==> src/rtl/cfg_connection_block.sv <==
// Scan-configured connection block: routes N/S tracks into logic-block inputs and
// logic-block outputs onto the tracks, configured via a counted serial shadow chain.
module cfg_connection_block #(
    parameter int W       = 16,
    parameter int WW      = 4,
    parameter int DATAIN  = 4,
    parameter int DATAOUT = 3,
    parameter int REG_IN  = 0
) (
    input  logic                  clk,
    input  logic                  rst_n,
    input  logic [W-1:0]          north_in,
    input  logic [W-1:0]          south_in,
    output logic [W-1:0]          north_out,
    output logic [W-1:0]          south_out,
    output logic [WW*DATAIN-1:0]  data_input,
    input  logic [WW*DATAOUT-1:0] data_output,
    input  logic                  cfg_en,
    input  logic                  cfg_in,
    output logic                  cfg_out,
    input  logic                  cfg_commit,
    output logic                  cfg_full,
    output logic                  cfg_err
);

    localparam int NSEG        = 2*W/WW;
    localparam int SEL_PER_IN  = $clog2(NSEG);
    localparam int SEL_PER_OUT = $clog2(DATAOUT+1);
    localparam int NIN         = DATAIN*WW;
    localparam int IN_BITS     = SEL_PER_IN*NIN;
    localparam int CFG_BITS    = IN_BITS + SEL_PER_OUT*2*W;
    localparam int CNT_W       = $clog2(CFG_BITS+1);
    localparam int CI_W        = $clog2(2*W);
    localparam int OI_W        = $clog2(WW*DATAOUT);
    localparam logic [CNT_W-1:0] CNT_LAST = CNT_W'(CFG_BITS);

    typedef enum logic [1:0] {
        S_EMPTY,
        S_LOADING,
        S_FULL,
        S_OVER
    } state_t;

    state_t              r_state;
    state_t              w_state_nxt;
    logic [CNT_W-1:0]    r_cnt;
    logic [CNT_W-1:0]    w_cnt_nxt;
    logic                r_err;
    logic                w_err_nxt;
    logic                w_shift;
    logic                w_load_active;
    logic [CFG_BITS-1:0] r_shadow;
    logic [CFG_BITS-1:0] r_active;
    logic [2*W-1:0]      w_cand;
    logic [NIN-1:0]      w_din;

    // Commit has priority over a same-cycle shift: it sees the pre-shift state
    // and shadow, and the incoming shift bit is dropped.
    always_comb begin
        w_state_nxt   = r_state;
        w_cnt_nxt     = r_cnt;
        w_err_nxt     = r_err;
        w_shift       = 1'b0;
        w_load_active = 1'b0;
        if (cfg_commit) begin
            w_state_nxt = S_EMPTY;
            w_cnt_nxt   = '0;
            if (r_state == S_FULL) begin
                w_load_active = 1'b1;
                w_err_nxt     = 1'b0;
            end else begin
                w_err_nxt     = 1'b1;
            end
        end else if (cfg_en) begin
            w_shift = 1'b1;
            case (r_state)
                S_EMPTY, S_LOADING: begin
                    w_cnt_nxt   = r_cnt + 1'b1;
                    w_state_nxt = ((r_cnt + 1'b1) == CNT_LAST) ? S_FULL : S_LOADING;
                end
                S_FULL:  w_state_nxt = S_OVER;
                default: w_state_nxt = S_OVER;
            endcase
        end
    end

    always_ff @(posedge clk or negedge rst_n) begin
        if (!rst_n) begin
            r_state <= S_EMPTY;
            r_cnt   <= '0;
            r_err   <= 1'b0;
        end else begin
            r_state <= w_state_nxt;
            r_cnt   <= w_cnt_nxt;
            r_err   <= w_err_nxt;
        end
    end

    always_ff @(posedge clk or negedge rst_n) begin
        if (!rst_n) begin
            r_shadow <= '0;
            r_active <= '0;
        end else begin
            if (w_shift) begin
                r_shadow <= {cfg_in, r_shadow[CFG_BITS-1:1]};
            end
            if (w_load_active) begin
                r_active <= r_shadow;
            end
        end
    end

    assign w_cand = {south_in, north_in};

    // Input routing: each data-input bit picks a WW-wide segment of the candidate
    // bus and takes the bit at its own position within the word.
    always_comb begin : p_in_route
        logic [SEL_PER_IN-1:0] sel;
        logic [CI_W-1:0]       ci;
        w_din = '0;
        for (int b = 0; b < NIN; b++) begin
            sel = r_active[b*SEL_PER_IN +: SEL_PER_IN];
            ci  = CI_W'(int'(sel)*WW + (b % WW));
            if (int'(sel) < NSEG) begin
                w_din[b] = w_cand[ci];
            end
        end
    end

    // Out-of-range output selects fall back to pass-through.
    always_comb begin : p_out_route
        logic [SEL_PER_OUT-1:0] nsel;
        logic [SEL_PER_OUT-1:0] ssel;
        logic [OI_W-1:0]        ni;
        logic [OI_W-1:0]        si;
        north_out = south_in;
        south_out = north_in;
        for (int t = 0; t < W; t++) begin
            nsel = r_active[IN_BITS + t*SEL_PER_OUT +: SEL_PER_OUT];
            ssel = r_active[IN_BITS + (W+t)*SEL_PER_OUT +: SEL_PER_OUT];
            ni   = OI_W'((t % WW) + (int'(nsel) - 1)*WW);
            si   = OI_W'((t % WW) + (int'(ssel) - 1)*WW);
            if (nsel != '0 && int'(nsel) <= DATAOUT) begin
                north_out[t] = data_output[ni];
            end
            if (ssel != '0 && int'(ssel) <= DATAOUT) begin
                south_out[t] = data_output[si];
            end
        end
    end

    generate
        if (REG_IN != 0) begin : g_reg_in
            logic [NIN-1:0] r_din;
            always_ff @(posedge clk or negedge rst_n) begin
                if (!rst_n) begin
                    r_din <= '0;
                end else begin
                    r_din <= w_din;
                end
            end
            assign data_input = r_din;
        end else begin : g_comb_in
            assign data_input = w_din;
        end
    endgenerate

    assign cfg_out  = r_shadow[0];
    assign cfg_full = (r_state == S_FULL);
    assign cfg_err  = r_err;

endmodule

==> config.mk <==
export PLATFORM = sky130hd
export DESIGN_NAME = cfg_connection_block
export DESIGN_NICKNAME = d
export VERILOG_FILES = /design/src/rtl/cfg_connection_block.sv
export SDC_FILE = /design/constraint.sdc
export NUM_CORES = 1
export LEC_CHECK = 0
export CAP_MARGIN = 10
export CORE_ASPECT_RATIO = 1.75
export CORE_MARGIN = 2
export CORE_UTILIZATION = 35
export CTS_CLUSTER_SIZE = 30
export DETAILED_ROUTE_END_ITERATION = 8
export HOLD_SLACK_MARGIN = 0.05
export PLACE_DENSITY = 0.51
export SYNTH_ARGS = -nofsm -noshare
export SYNTH_HDL_FRONTEND = slang
export SYNTH_SLANG_ARGS = --single-unit
==> constraint.sdc <==
create_clock -name clk -period 2.2 [get_ports clk]
set_clock_uncertainty 0.05 [all_clocks]
set_input_delay 0.66 -clock clk [delete_from_list [all_inputs] [get_ports clk]]
set_output_delay 0.66 -clock clk [all_outputs]
set_load 0.02 [all_outputs]
==> impl_metrics.csv <==
group,metric,value,unit
yosys,synth-seq-cells,234,
power_and_ir_drop,ir_drop,434.1,uV
yosys,synthArstFlopShare,100.0,%
routing,first_pass_iters,4,
routing,num_vias,7638,
timing,min_period,2.610,ns
routing,drtAntennaViolNets,0,
floorplanning,core,32920,um2
clock_tree,htree_levels,1,
worst_setup_path,cp-end-kind,"output port",
power_and_ir_drop,leakagePower,7.928,nW
yosys,synth-main-ff-cell,"dfrtp_1",
floorplanning,die_x,142.1,um
floorplanning,dieArea,34910,um2
floorplanning,die_y,245.7,um
worst_setup_path,critPathKind,"input pin to output port",
status,status,"complete, but fails checks",
timing,fin_crit_sh,118.6,%
worst_setup_path,arrival,1.90,ns
placed_design,port_buffers,99,
global_routing,antenna_found_initial,1,
routing,routed_wl,30020,um
yosys,yosys_warnings,0,
status,violations,"negative setup slack",
global_routing,grt_pass1_wl,46950,um
layout,fin_nets,1203,
timing,rsz0062_at_grt,"true",
global_routing,grt_max_degree,56,
routing,viasPerCell,4.966,
routing,drtIter0Drc,279,
timing,slew_viol_final,0,
placed_design,hpwl,21190,um
worst_setup_path,crit_path_start_kind,"input pin",
timing,hold_viol_final,0,
clock_tree,path_clk_slew,0.06,ns
routing,drc,0,
yosys,synth_edf_count,0,
yosys,yosysSeqAreaShare,50.12,%
clock_tree,cts_buffers,22,
clock_tree,clk_latency,0.52,ns
layout,n_fill_cell,2917,
clock_tree,cts_buffer_depth,3,
yosys,syn_nets,913,
power_and_ir_drop,power.total,9.291,mW
layout,fin_util,49.70,%
yosys,syn_area,11680,um2
layout,area_delta_synth_final,40.06,%
yosys,synth.avg_cell_area,14.06,um2
clock_tree,clock-root-buffer,"clkbuf_16",
placed_design,gp_congestion,0.7924,
timing,fin_ws,-0.4099,ns
clock_tree,cts_tree,"built",
global_routing,first_global_vias,8048,
timing,tightest_slew,0.3381,ns
layout,layout_common_cells,"dfrtp_1 (230), buf_4 (179), mux2_2 (160), mux2_4 (113), inv_2 (61)",
global_routing,grt_usage,17.39,%
worst_setup_path,cp.required,1.49,ns
routing,wl_per_cell,19.52,um
floorplanning,row_count,88,
clock_tree,clock-sinks,234,
worst_setup_path,crit_fanout,5,
floorplanning,start_util,35.49,%
floorplanning,io_pins,100,
timing,setup_viol,48,
timing,max_freq,383.2,MHz
yosys,ys_types,32,
global_routing,grt-ovfl-total,0,
timing,max_slew_margin,77.46,%
flow_run,cap_viol_max_count,0,
power_and_ir_drop,power_per_cell_area,567.8,nW/um2
yosys,synthCells,831,
layout,n_antenna_cell,0,
layout,layout_commonest_cell,"dfrtp_1",
layout,drive_gt1_share,66.90,%
min_path,hold_class,"flip-flop to flip-flop",
[cells in the mapped netlist, types with 8 or more instances]
master	count	area [um2]
a21oi_1	35	175.2
a31oi_1	32	200.2
buf_2	8	40.04
buf_4	8	60.06
buf_6	8	90.09
dfrtp_1	234	5856
ha_1	33	412.9
inv_1	65	244.0
mux2_2	204	2297
mux2_4	69	1036
mux4_2	32	720.7
nand2_1	36	135.1
nor2b_1	34	212.7
[state kept, by name, indices dropped and copies added (netlist names)]
signal,cells
cfg_err,1
r_active,112
r_cnt,7
r_shadow,112
r_state,2
[critical path: stages]
cell and delay, ns:
dlygate4sd2_1 0.30, mux4_2 0.49, mux2_4 0.31, buf_6 0.14
[final cells by class]
type	count	area [um2]	area share (%)
flip-flops and latches	234	5861	35.82
repair buffers	295	2743	16.76
multi-input cells	503	6317	38.61
clock buffers	29	628.1	3.839
inverters	65	244.0	1.491
clock inverters	7	62.56	0.3824
well taps	405	506.7	3.097
[metrics by stage]
step	instance area, um2	setup slack, ns	TNS, ns	std cells	hold WS [ns]
floorplan	11680	0.07053	0	831	0.3144
finish	16360	-0.4099	-15.00	1538	0.4300
CTS	16110	-0.4367	-16.05	1521	0.4344
detailed placement	14370	-1.137	-46.59	1452	0.4203
global route	16360	-0.4608	-17.74	1538	0.4538
global placement	14370	-1.143	-45.46	1452	0.4154
[path summary, 6_finish.rpt]
kind | start | end | slack (ns) | depth (start not counted)
worst max-delay path | south_in[11] | data_input[15] | -0.41 | 4
worst min-delay path | cfg_err$_DFFE_PN0P_ | cfg_err$_DFFE_PN0P_ | 0.43 | 1
worst max register to register | r_state[0]$_DFFE_PN0P_ | r_active[10]$_DFFE_PN0P_ | 0.59 | 5
worst min register to register | cfg_err$_DFFE_PN0P_ | cfg_err$_DFFE_PN0P_ | 0.43 | 1
max in group asynchronous | rst_n | r_active[34]$_DFFE_PN0P_ | 0.89 | 3
min in group asynchronous | rst_n | r_cnt[0]$_DFFE_PN0P_ | 0.57 | 2
[repair_timing]
action,CTS,global route
gates resized for setup,536,35
endpoints found under the setup margin,51,49
setup buffers,35,17
hold endpoints to repair,33,0
pin swaps,80,31
hold buffers,1,0
[power breakdown]
group          switching, mW  internal (mW)
clock network           1.64           2.12
logic                  0.460          0.502
registers              0.132           4.44
total                   2.23           7.06
[metal layers]
layer	wire length, um	vias to the layer above	track usage (%)
met5	0	-	0
met2	16010	113	31.26
met4	362	0	3.941
met1	12570	3964	22.37
li1	-	3544	-
met3	1079	17	1.947
[kinds of logic (layout without fill, tap and decap cells)]
| group | Yosys count | in the layout | synth area share (%) |
|---|---|---|---|
| and+or+nand+nor | 88 | 88 | 3.856 |
| xor gates and xnor gates | 2 | 2 | 0.1500 |
| DFF | 234 | 234 | 50.12 |
| adders and majority gates | 33 | 33 | 3.534 |
| muxes | 307 | 307 | 34.87 |
| AOI/OAI and AO/OA | 73 | 73 | 3.588 |
| buffers and inverters | 94 | 396 | 3.877 |
(Power assumes the default switching activity.)
